==> src/rtl/prc_copy_dma.sv <==
// rtl/prc_copy_dma.sv - framebuffer-to-LCD page copy DMA
// Bus master that streams framebuffer pages into an LCD controller through its command/data registers.
module prc_copy_dma #(
  parameter int          COLUMNS       = 96,
  parameter int          PAGES         = 8,
  parameter logic [23:0] FB_BASE       = 24'h1000,
  parameter logic [23:0] LCD_CMD_ADDR  = 24'h20FE,
  parameter logic [23:0] LCD_DATA_ADDR = 24'h20FF,
  localparam int         PW            = (PAGES > 1) ? $clog2(PAGES) : 1,
  localparam int         CW            = (COLUMNS > 1) ? $clog2(COLUMNS) : 1
) (
  input  logic          clk,
  input  logic          reset,
  input  logic          start,
  input  logic          abort,
  input  logic [PW-1:0] page_first,
  input  logic [PW-1:0] page_last,
  input  logic          invert,
  output logic          bus_request,
  input  logic          bus_ack,
  output logic [23:0]   bus_address_out,
  output logic [7:0]    bus_data_out,
  input  logic [7:0]    bus_data_in,
  output logic [1:0]    bus_status,
  output logic          read,
  output logic          write,
  output logic          busy,
  output logic          irq_copy_done
);

  typedef enum logic [2:0] {
    IDLE, REQ, COL_HI, COL_LO, PAGE, RD, WR, DONE
  } state_t;

  localparam logic [CW-1:0] COL_LAST = CW'(COLUMNS - 1);

  state_t        state, state_n;
  logic          phase, phase_n;
  logic [PW-1:0] page, page_n;
  logic [CW-1:0] col, col_n;
  logic [PW-1:0] first_q, last_q;
  logic          inv_q;
  logic [7:0]    data_q;
  logic          load_cfg;
  logic          access, act, last_phase;
  logic [2:0]    page3;
  logic [23:0]   fb_addr;

  assign access     = (state == COL_HI) || (state == COL_LO) || (state == PAGE) ||
                      (state == RD) || (state == WR);
  assign act        = access && bus_ack;
  assign last_phase = act && phase;
  assign page3      = 3'(page);
  assign fb_addr    = FB_BASE + (24'(page) * 24'(COLUMNS)) + 24'(col);

  always_ff @(posedge clk or posedge reset) begin
    if (reset) begin
      state   <= IDLE;
      phase   <= 1'b0;
      page    <= '0;
      col     <= '0;
      first_q <= '0;
      last_q  <= '0;
      inv_q   <= 1'b0;
      data_q  <= 8'h00;
    end else begin
      state <= state_n;
      phase <= phase_n;
      page  <= page_n;
      col   <= col_n;
      if (load_cfg) begin
        first_q <= page_first;
        last_q  <= page_last;
        inv_q   <= invert;
      end
      // Read data is captured on the edge that closes the strobed phase.
      if (state == RD && last_phase && !abort) begin
        data_q <= bus_data_in;
      end
    end
  end

  always_comb begin
    state_n  = state;
    page_n   = page;
    col_n    = col;
    load_cfg = 1'b0;
    // A cycle without ack sends the current access back to phase 0.
    phase_n  = act ? ~phase : 1'b0;

    case (state)
      IDLE: begin
        if (start && !abort) begin
          state_n  = REQ;
          load_cfg = 1'b1;
        end
      end
      REQ: begin
        if (bus_ack) begin
          if (first_q > last_q) begin
            state_n = DONE;
          end else begin
            state_n = COL_HI;
            page_n  = first_q;
            col_n   = '0;
          end
        end
      end
      COL_HI: if (last_phase) state_n = COL_LO;
      COL_LO: if (last_phase) state_n = PAGE;
      PAGE:   if (last_phase) state_n = RD;
      RD:     if (last_phase) state_n = WR;
      WR: begin
        if (last_phase) begin
          if (col != COL_LAST) begin
            col_n   = col + CW'(1);
            state_n = RD;
          end else begin
            col_n = '0;
            if (page < last_q) begin
              page_n  = page + PW'(1);
              state_n = COL_HI;
            end else begin
              state_n = DONE;
            end
          end
        end
      end
      DONE:    state_n = IDLE;
      default: state_n = IDLE;
    endcase

    if (abort && state != IDLE) begin
      state_n = IDLE;
      phase_n = 1'b0;
    end
  end

  always_comb begin
    busy            = access || (state == REQ);
    bus_request     = busy;
    bus_status      = 2'd0;
    read            = 1'b0;
    write           = 1'b0;
    irq_copy_done   = (state == DONE) && !abort;
    bus_address_out = 24'h000000;
    bus_data_out    = 8'h00;

    if (act) begin
      bus_status = (state == RD) ? 2'd3 : 2'd2;
      read       = phase && !abort && (state == RD);
      write      = phase && !abort && (state != RD);
    end

    case (state)
      COL_HI: begin
        bus_address_out = LCD_CMD_ADDR;
        bus_data_out    = 8'h10;
      end
      COL_LO: begin
        bus_address_out = LCD_CMD_ADDR;
        bus_data_out    = 8'h00;
      end
      PAGE: begin
        bus_address_out = LCD_CMD_ADDR;
        bus_data_out    = {4'hB, 1'b0, page3};
      end
      RD: begin
        bus_address_out = fb_addr;
      end
      WR: begin
        bus_address_out = LCD_DATA_ADDR;
        bus_data_out    = data_q ^ {8{inv_q}};
      end
      default: begin
        bus_address_out = 24'h000000;
        bus_data_out    = 8'h00;
      end
    endcase
  end

endmodule

==> config.mk <==
export PLATFORM = sky130hd
export DESIGN_NAME = prc_copy_dma
export DESIGN_NICKNAME = d
export VERILOG_FILES = /design/src/rtl/prc_copy_dma.sv
export SDC_FILE = /design/constraint.sdc
export NUM_CORES = 1
export LEC_CHECK = 0
export BUFFER_PORTS_ARGS = -buffer_cell sky130_fd_sc_hd__buf_2
export CAP_MARGIN = 15
export CORE_ASPECT_RATIO = 1.2
export CORE_UTILIZATION = 47
export DETAILED_ROUTE_END_ITERATION = 8
export MAX_ROUTING_LAYER = met4
export PLACE_DENSITY = 0.73
export SLEW_MARGIN = 20
export SYNTH_ARGS = -nofsm -noshare
export SYNTH_HDL_FRONTEND = slang
export SYNTH_SLANG_ARGS = --single-unit
==> constraint.sdc <==
create_clock -name clk -period 2.2 [get_ports clk]
set_input_delay 0.11 -clock clk [delete_from_list [all_inputs] [get_ports clk]]
set_output_delay 0.11 -clock clk [all_outputs]
set_load 0.1 [all_outputs]
==> impl_summary.md, run 1 <==
Outcome
The run finished with clean final reports.

Route
The detailed-routing wirelength on met1 is 2400 microns. The total length of routed met2 wires is 2640 microns. Once detail routing completed, the nets flagged for antenna violations numbered 0.

The routed design has 5460 microns of wire. After the first detailed-routing iteration, the DRC count stood at 85. The ratio of routed vias to standard cells is 5.44. Before antenna repair, the detailed router went through 4 iterations. For this block, the via count after detailed routing is 1963. The detailed router used layers up to and including met4.

After detailed routing, the met3 layer carries 266 microns of wire. The detailed-route wire length per cell is 15.1 microns. The number of remaining DRC errors is 0.

Setup path
Measured in cells, the most critical reg-to-reg path has a length of 6. Traced cell by cell, the critical path runs through ha_4 > inv_4 > fa_2 > buf_4 > xnor2_1 > o21ai_2 > buf_12. At the worst endpoint, the arrival time is 2070 ps. The combined buffer and inverter count along the critical path is 3.

The cell class contributing the biggest share of worst-path delay is adder cells. The master of the slowest instance on the critical path is sky130_fd_sc_hd__fa_2. The critical path crosses 7 cells after its start point. The largest stage delay on the critical path is 460 ps. In this run the worst path has a maximum fanout of 3. The type of the setup path with the least slack is register to output port. The capturing element type of the critical path is an output port. The launching element type of the critical path is a register. The data required time of the critical path is 2090 ps.

Pwr
The total power draw is 4380 uW. In this run the power density over the cells is 1460 nW/um^2. The worst ir drop on vdd is 723 uV.

For this design the static power due to leakage is 0.00142 uW.

Flow run
The max-capacitance violation count is 0.

CTS
Clock-pin slew was measured on the worst setup and hold paths at 70 ps. The clock sink count is 29. The master cell of the clock root buffer is sky130_fd_sc_hd__clkbuf_8. In this run the deepest clock path goes through 2 buffers. The number of clock buffers inserted by TritonCTS is 5. The deepest level of the CTS H-tree is 2. TritonCTS built the clock tree.

At the later pin of the worst-skew pair, clock insertion delay measures 280 ps.

STA
The routed design could run at a clock period as short as 2180 ps. At the pin with the least slew margin, the transition time is 566 ps. The clock arrives with 3.88 ps of skew. The tightest slew margin relative to the limit is 0.619. The total count of hold-check failures in the final report is 0. The count of final max-slew check failures is 0.

The setup violation total in the final timing report is 0. The highest clock rate is 459 MHz. The final-layout worst hold slack is 57.1 ps. In the finished design, the share of the clock period the worst path needs comes to 0.990. Setup repair after global routing could not meet its margin everywhere.

Synthesis
The synthesized netlist cell count is 240. The warning count from the yosys run is 0. The synthesized cell area is 2160 sq um. The share of async-settable or async-resettable flops after synthesis is 1.00. The count of state elements after synthesis is 29. The most used flip-flop cell after synthesis is sky130_fd_sc_hd__dfrtp_1. The share of the Yosys chip area taken by registers is 0.335. The average cell area after synthesis is 9.01 sq um. The netlist uses 49 different library cells. The number of enable-type register cells in the synthesized netlist is 0.

Die
The core area is 4330 sq um. The floorplan step set the die width to 63.9 microns. The initial core utilization is 0.500.

The die is 76.3 microns tall. The floorplan step defined a die boundary enclosing 4880 sq um. The number of rows created at floorplan is 26. Pin placement for this block handled 59 I/O pins.

Cells and area
The post-synthesis to final-layout area growth is 38.5%. The post-layout instance area is 3000 sq um. The final layout net count is 340. The filler cell count in the final layout is 345. The number of diodes added for antenna fixing is 0. Measured on the finished design, the core utilization comes to 0.693. The count of placed standard cells in the final layout, fillers left out is 361.

Of the cells placed in the final design, the portion with a size suffix greater than 1 is 0.413.

Global route
Entering global routing, the biggest net connects 30 pins. For this run the aggregate overflow at the end of global routing stands at 0. The wire length of the first global-routing pass is 8630 microns. The initial antenna violation count is 0. The via count of the first global-routing pass came to 1820. In the global route stage, overall resource usage came out at 0.238.

Place
The total of buffers placed on input and output ports is 47. The final weighted congestion of routability-driven global placement is 0.959. The number of cells after detailed placement is 344. The placed instances occupy a cell area of 2790 sq um. Summed over all nets, the half-perimeter wirelength after detailed placement is 3830 microns.

Worst hold path
The worst hold path cell count is 2. The tightest min-delay check is of the input pin to register type.
## what timing repair did
| action | in CTS | in global routing |
|---|---|---|
| buffers inserted | 4 | 4 |
| setup endpoints to repair | 5 | 10 |
| gates resized for setup | 8 | 7 |
| hold buffers | 1 | 0 |
| pin swaps | 6 | 7 |
| endpoints found under the hold margin | 29 | 0 |
## worst paths after layout
path                                       start                endpoint  slack [ps]
max                          page[1]$_DFFE_PP0P_      bus_address_out[7]          20
max reg2reg                   col[0]$_DFFE_PP0P_    state[2]$_DFFE_PP0P_         130
min reg2reg                last_q[2]$_DFFE_PP0P_   last_q[2]$_DFFE_PP0P_         510
min in group asynchronous                  reset      col[2]$_DFFE_PP0P_         440
min                                page_first[2]  first_q[2]$_DFFE_PP0P_          60
max in group asynchronous                  reset    state[2]$_DFFE_PP0P_        1440
## power breakdown
group / total (uW) / internal (uW) / switching [uW]
sequential: 794 / 652 / 142
combinational: 3160 / 1110 / 2050
clock: 425 / 219 / 207
## worst register-to-register path, cell delays in order, from the launching register on
cell and delay (ps):
sky130_fd_sc_hd__dfrtp_1 420, sky130_fd_sc_hd__ha_1 260, sky130_fd_sc_hd__and4_1 270, sky130_fd_sc_hd__nand3b_1 160, sky130_fd_sc_hd__o31ai_1 440, sky130_fd_sc_hd__nand3_1 130
sky130_fd_sc_hd__a31o_2 270
## final cells by class
type / instances / area [sq um] / area share
sequential: 29 / 729 / 0.243
multi-input combinational: 186 / 1450 / 0.484
tap: 56 / 70.1 / 0.0234
inverter: 14 / 56.3 / 0.0188
clock inverter: 2 / 10.0 / 0.00334
timing repair buffer: 68 / 609 / 0.203
clock buffer: 6 / 72.6 / 0.0242
## state kept, by name, indices dropped and copies added, names as in the netlist
register	count
page	3
state	3
data_q	8
col	7
last_q	3
inv_q	1
first_q	3
phase	1
## logic make-up after synthesis
logic type | synth area share
AO/OA/AOI/OAI | 0.150
other | 0.00173
multiplexers | 0.0879
flip-flops | 0.335
XOR/XNOR | 0.0486
buffers and inverters | 0.0856
adder cells (fa/ha/maj) | 0.0995
AND/OR/NAND/NOR | 0.191
## per-stage QoR
stage	setup slack [ps]	setup TNS, ps
after global routing	-68.6	-195
final	22.2	0
after CTS	-35.4	-49.6
after global placement	77.0	0
after detailed placement	14.3	0
after floorplan	-790	-8960
## synth_stat cells, drive strengths merged, types with 2 or more instances
library cell,instances,share of area
a2111oi,2,0.0081
a211oi,3,0.010
a21oi,12,0.028
a22o,3,0.012
a31oi,2,0.0058
and2,3,0.0087
and3,5,0.014
buf,15,0.050
clkbuf,6,0.011
dfrtp,29,0.34
fa,2,0.019
ha,14,0.081
inv,13,0.023
mux2,16,0.083
nand2,25,0.045
nand3,9,0.023
nand3b,2,0.0069
nand4,2,0.0058
nor2,20,0.037
nor3,6,0.014
nor4b,3,0.019
o21ai,14,0.032
o31ai,4,0.014
o32ai,2,0.0081
xnor2,8,0.032
xor2,4,0.016
## layer usage
layer | vias to the layer above | GRT usage
li1 | 948 | -
met1 | 920 | 0.292
met2 | 81 | 0.383
met3 | 14 | 0.0389
met4 | 0 | 0.102
met5 | - | -
## layout by cell type (no fill, tap or decap), types with 3 or more instances in the layout
cell type	n
sky130_fd_sc_hd__a211oi_4	3
sky130_fd_sc_hd__a21oi_1	9
sky130_fd_sc_hd__a21oi_2	3
sky130_fd_sc_hd__a22o_1	3
sky130_fd_sc_hd__and2_1	3
sky130_fd_sc_hd__and3_1	5
sky130_fd_sc_hd__buf_12	14
sky130_fd_sc_hd__buf_2	33
sky130_fd_sc_hd__buf_4	18
sky130_fd_sc_hd__clkbuf_8	5
sky130_fd_sc_hd__clkinv_2	3
sky130_fd_sc_hd__conb_1	11
sky130_fd_sc_hd__dfrtp_1	26
sky130_fd_sc_hd__dfrtp_2	3
sky130_fd_sc_hd__ha_1	13
sky130_fd_sc_hd__inv_1	10
sky130_fd_sc_hd__mux2_2	16
sky130_fd_sc_hd__nand2_1	24
sky130_fd_sc_hd__nand3_1	7
sky130_fd_sc_hd__nor2_1	14
sky130_fd_sc_hd__nor2_2	6
sky130_fd_sc_hd__nor3_1	3
sky130_fd_sc_hd__o21ai_0	12
sky130_fd_sc_hd__o31ai_1	4
sky130_fd_sc_hd__xnor2_1	8
sky130_fd_sc_hd__xor2_1	3
Power figures use the tool's default switching activity.
==> run 2: changes to the inputs <==
- SETUP_SLACK_MARGIN: not set -> 0.3
==> impl_summary.md, run 2 (synthesis results as in run 1) <==
Die
The height of the die is 76.3 microns. After floorplanning, the core was sized to cover 4330 sq um. The die area is 4880 sq um.

The floorplan has 26 rows. The initial core utilization is 0.500. Measured along the x axis, the die boundary spans 63.9 microns.

In this run the count of I/O pins placed on the die edge is 59.

Cells and area
The post-synthesis to final-layout area growth is 59.8%. The filler cell count in the final layout is 259. The top register by number of flip-flops is data_q. The post-layout instance area is 3460 sq um. In the final design database the tool counted 351 nets. The count of cells in the finished layout, fillers not included, comes to 372. The share of cells above drive strength 1 is 0.544. The flip-flop count of the largest register after layout is 8.

The library cell used most frequently in the layout, excluding fill and tap cells, is sky130_fd_sc_hd__buf_4. In the final layout, the registers with the most flip-flops are data_q (8), col (7). In the layout the commonest cells are sky130_fd_sc_hd__buf_4, sky130_fd_sc_hd__dfrtp_1, sky130_fd_sc_hd__buf_12. The number of diodes added for antenna fixing is 0.

Route
In the routed design, unresolved DRC markers number 0. The detailed-router iteration count before antenna repair is 4. In this run, the number of DRC markers left after iteration 0 of detailed routing was 64. The total vias in the final route is 2110. After detailed routing, the total wire length is 6080 microns.

The number of routed nets with antenna violations is 0. The ratio of routed vias to standard cells is 5.67. Dividing the detail-routed wire length by the instance count gives 16.3 microns.

Setup path
The signal on the critical path passes through ha_4 > inv_4 > fa_2 > xor2_4 > buf_12 > nor4b_4 > buf_12. The cell depth of the worst flop-to-flop path is 8. In this run the worst path has a maximum fanout of 2. For the worst setup path, the data required time is 2090 ps. The largest stage delay on the critical path is 410 ps. The critical register-to-register path endpoint is page[0]$_DFFE_PP0P_. The type of the setup path with the least slack is register to output port. The critical path's most frequent cell is sky130_fd_sc_hd__buf_12. The launch instance of the worst register-to-register path is page[1]$_DFFE_PP0P_. In this run the register-to-register setup slack is 220 ps. The slowest stage of the critical path is the sky130_fd_sc_hd__dfrtp_1 cell. The worst setup path is launched from a register. STA classifies the critical path endpoint as an output port. For the worst setup path, the data arrival time is 2160 ps.

CTS
The clock-pin slew on the worst setup and hold paths is 70 ps. Buffers inserted during clock tree synthesis total 5. The clock tree from TritonCTS is yes. Counting along the longest clock path gives a buffer depth of 2. The clock insertion delay at the later pin of the skew report is 290 ps. The master cell of the clock root buffer is sky130_fd_sc_hd__clkbuf_8. CTS built an H-tree with a depth of 2. The clock sink count is 29.

Place
The placed cell area is 2940 sq um. The worst setup timing slack at the placement stage is 107 ps. The total of buffers placed on input and output ports is 47. The number of cells after detailed placement is 343. Routability-driven placement finished with a final weighted congestion of 0.999. The detailed placement HPWL is 4080 microns.

Global route
For this run, the total global-route usage over all layers was measured as 0.253. The initial antenna violation count is 0. The total overflow left after global routing is 0. Entering global routing, the biggest net connects 30 pins. The via count of the first global-routing pass is 1936.

The wire length of the first global-routing pass is 9150 microns.

Worst hold path
The worst hold path cell count is 2. The startpoint identified for the worst hold timing path is bus_data_in[5]. The class of the most critical hold timing path is input pin to register. The endpoint of the worst hold-timing path is data_q[5]$_DFFE_PP0P_.

STA
The highest clock rate is 441 MHz. Setup repair after global routing could not meet its margin everywhere. The worst clock skew is 7.62 ps. The total count of hold-check failures in the final report is 0. Setup violations remaining at the end of the flow were counted as 2. The final critical delay including setup and external delays is 2270 ps. The worst setup slack after layout is -68.0 ps. The count of final max-slew check failures came to 0.

In the finished design, the share of the clock period the worst path needs comes to 1.03.

Pwr
IR analysis of the VDD net gives a maximum drop of 835 uV. For this design the static power due to leakage is 0.00155 uW. The power density relative to cell area is 1440 nW/um^2.

The total power draw is 5000 uW.

Flow run
Across the run, the number of max-cap violations was 0.

Outcome
The checks that failed: setup timing. The flow ran to the end, but the final reports show violations.
run 2: layout make-up:
| cell class | count | area, sq um | share of cell area |
|---|---|---|---|
| Inverter | 14 | 62.6 | 0.0181 |
| Timing Repair Buffer | 79 | 845 | 0.244 |
| Multi-Input combinational cell | 186 | 1660 | 0.481 |
| Clock buffer | 5 | 68.8 | 0.0199 |
| Tap cell | 56 | 70.1 | 0.0203 |
| Sequential cell | 29 | 729 | 0.211 |
| Clock inverter | 3 | 17.5 | 0.00507 |
run 2: layer usage:
layer | share of wire | GRT usage | vias up | wire [microns]
met1 | 0.37 | 0.297 | 994 | 2270
met2 | 0.53 | 0.421 | 124 | 3250
met5 | 0 | - | - | 0
li1 | - | - | 970 | -
met3 | 0.066 | 0.0584 | 22 | 404
met4 | 0.026 | 0.0886 | 0 | 155
run 2: how the worst max path moves through the flow:
stage,slack (ps),from,to
floorplan,-480,state[1]$_DFFE_PP0P_,data_q[0]$_DFFE_PP0P_
global placement,200,page[1]$_DFFE_PP0P_,bus_address_out[9]
detailed placement,110,page[1]$_DFFE_PP0P_,bus_address_out[9]
CTS,-60,page[1]$_DFFE_PP0P_,bus_address_out[9]
global route,-150,page[1]$_DFFE_PP0P_,bus_address_out[9]
finish,-70,page[0]$_DFFE_PP0P_,bus_address_out[10]
run 2: repair_timing:
action                                 4_1_cts  5_1_grt
hold buffers                                 1        0
pin swaps                                    9       11
cloned                                       0        0
setup endpoints to repair                   27       29
resized for setup                           28       35
endpoints found under the hold margin       29        0
buffers inserted                             5       15
run 2: where the power goes:
part | switching [uW] | total (uW) | internal, uW
registers | 159 | 811 | 652
clock network | 223 | 441 | 218
logic | 2310 | 3740 | 1430
run 2: worst max-delay path, delay by kind of cell (launching register included):
kind,cells,cell delay (ps)
buffers and inverters,3,390
XOR/XNOR,1,190
adder cells (fa/ha/maj),2,560
flip-flops,1,410
AND/OR/NAND/NOR,1,320
run 2: stage by stage:
step	utilization	hold slack [ps]	setup TNS, ps
floorplan	-	188	-6310
global placement	0.679	198	0
detailed placement	0.679	201	0
CTS	0.737	46.4	-116
global route	0.799	47.0	-392
finish	0.799	52.1	-99.1
==> run 3: changes to the inputs <==
- CORE_MARGIN: not set -> 3
==> impl_summary.md, run 3 (synthesis results as in run 1) <==
Die
The initial utilization of the core area, before any placement, comes to 0.496. The core area is 4360 sq um. The floorplan step defined a die boundary enclosing 5460 sq um.

The number of I/O pins is 59. After floorplanning, the core was divided into 26 placement rows. The height of the die is 80.3 microns.

The x dimension of the die is 67.9 microns.

STA
Across all setup checks in the final design, the least slack found is -2.87 ps. The total count of hold-check failures in the final report is 0. The worst clock skew is 5.38 ps. Setup repair after global routing could not meet its margin everywhere. The final critical-path share of the clock period is 1.00. The count of final max-slew check failures came to 0. The smallest clock period supported by the final layout is computed as 2200 ps. Based on the critical path, the design can be clocked at up to 454 MHz. The post-route setup TNS is -2.87 ps. Setup violations remaining at the end of the flow were counted as 1.

Outcome
The flow ran to the end, but the final reports show violations. The final reports fail on setup timing.

Route
The total wire length after detailed routing is 6830 microns. The count of routing violations after the opening detailed-route iteration is 191. After detailed routing, the number of vias per cell comes to 5.77. The number of routed nets with antenna violations is 0.

The total vias in the final route is 2210. After detailed routing, the average wire length per cell comes to 17.8 microns. For this run, design rule violations remaining after detail routing come to 0. The detailed-router iteration count before antenna repair is 5.

Cells and area
Ranked by flip-flop count, first place goes to data_q. From synthesis to final layout, the design area changed by 64.2%. In the layout the commonest cells are sky130_fd_sc_hd__buf_4, sky130_fd_sc_hd__dfrtp_1, sky130_fd_sc_hd__buf_2. The number of antenna diodes in the final layout is 0. The share of cells above drive strength 1 is 0.569. The final layout net count is 362. Fill cells in the final layout number 262. The register with the most flip-flops in the layout has 8 of them. The largest registers in the layout are data_q (8), col (7). The most common library cell in the layout ignoring fill and taps is sky130_fd_sc_hd__buf_4. Once layout is complete, the cells apart from fillers number 383.

Place
OpenSTA, run right after detailed placement, puts the worst setup slack at 127 ps. Detailed placement finished with a half-perimeter wire length of 4170 microns. After detailed placement, the design holds a cell count of 343. The total of buffers placed on input and output ports is 47.

Routability-driven placement finished with a final weighted congestion of 0.932.

Setup path
The capturing element type of the critical path is an output port. The type of the setup path with the least slack is register to output port. Data on the critical path arrives at its endpoint at 2090 ps.

The launching element type of the critical path is a register. Data on the critical path is required at its endpoint by 2090 ps. The largest driver fanout on the critical path is 4.

CTS
The master cell of the clock root buffer is sky130_fd_sc_hd__clkbuf_8. The tree built by TritonCTS fans out to 29 sinks. After clock tree synthesis, the clock-pin slew on the worst setup and hold paths is 70 ps. The number of clock buffers inserted by TritonCTS is 5.

The clock tree from TritonCTS is yes. The clock insertion delay at the later pin of the skew report is 280 ps. In this run the deepest clock path goes through 2 buffers.

The deepest level of the CTS H-tree is 2.

Pwr
Cell internal power was estimated by the tool at 2290 uW. The combinational fraction of design power is 0.751. Power spread over the standard cell area amounts to 1420 nW/um^2. The share of power burned in the clock network is 0.087. IR analysis of the VDD net gives a maximum drop of 698 uV.

The net load switching power is 2770 uW. Of the total power, the share spent switching nets is 0.547. The register share of total power is 0.163.

The leakage power of the design is 0.00158 uW.

Flow run
Max-cap violations in this run came to 0.

Global route
The first global-routing pass estimated 9630 microns of wire. The largest net degree at the start of global routing is 30. The aggregate global routing overflow is 0. The initial antenna violation count was 0.

In the global route stage, overall resource usage came out at 0.240. The via count of the first global-routing pass is 2027.

Worst hold path
The class of the most critical hold timing path is input pin to register.
## run 3: cell type report
class,instances,area (sq um),area share
multi-input cells,186,1700,0.478
repair buffers,90,903,0.254
flip-flops and latches,29,729,0.205
well taps,56,70.1,0.0197
clock buffers,5,68.8,0.0194
inverters,14,65.1,0.0183
clock inverters,3,17.5,0.00493
## run 3: per-layer routing
layer	track usage	wire length, microns
met4	0.0716	258
met1	0.281	2480
met2	0.412	3640
met5	-	0
met3	0.0434	457
## run 3: worst max-delay path: stages (launching register included)
cell and delay [ps]:
sky130_fd_sc_hd__dfrtp_2 440, sky130_fd_sc_hd__ha_4 180, sky130_fd_sc_hd__inv_4 50, sky130_fd_sc_hd__fa_2 480
sky130_fd_sc_hd__nor3_2 200, sky130_fd_sc_hd__xor2_1 100, sky130_fd_sc_hd__nor2_2 160, sky130_fd_sc_hd__buf_12 190
## run 3: final timing paths
kind,startpoint,end,slack (ps),depth (start not counted)
setup reg to reg,col[0]$_DFFE_PP0P_,page[1]$_DFFE_PP0P_,230,7
hold reg to reg,last_q[2]$_DFFE_PP0P_,last_q[2]$_DFFE_PP0P_,510,1
hold / removal,invert,inv_q$_DFFE_PP0P_,50,2
max in group asynchronous,reset,page[1]$_DFFE_PP0P_,1450,4
min in group asynchronous,reset,col[1]$_DFFE_PP0P_,450,4
setup / recovery,page[1]$_DFFE_PP0P_,bus_address_out[9],-3,7
## run 3: timing repair
action	4_1_cts	5_1_grt
buffers inserted	11	20
endpoints found under the hold margin	29	0
resized for setup	32	31
endpoints found under the setup margin	34	25
cloned	0	0
hold buffers	1	0
pin swaps	7	17
## run 3: power by group through the flow
stage                     logic [uW]  registers (uW)  clock network [uW]
after floorplan                 2380             746                   0
after global placement          2930             799                   0
after detailed placement        2980             810                   0
after CTS                       3260             806                 441
after global routing            4020             837                 464
final                           3800             823                 438
## run 3: per-stage QoR
| step | utilization | hold WS, ps | total power, uW | instance area [sq um] |
|---|---|---|---|---|
| 2_1_floorplan | - | 188 | 3120 | 2420 |
| 3_3_place_gp | 0.677 | 199 | 3730 | 2950 |
| 3_5_place_dp | 0.677 | 202 | 3790 | 2950 |
| 4_1_cts | 0.746 | 53.4 | 4500 | 3250 |
| 5_1_grt | 0.815 | 54.0 | 5320 | 3550 |
| 6_report | 0.815 | 53.3 | 5060 | 3550 |
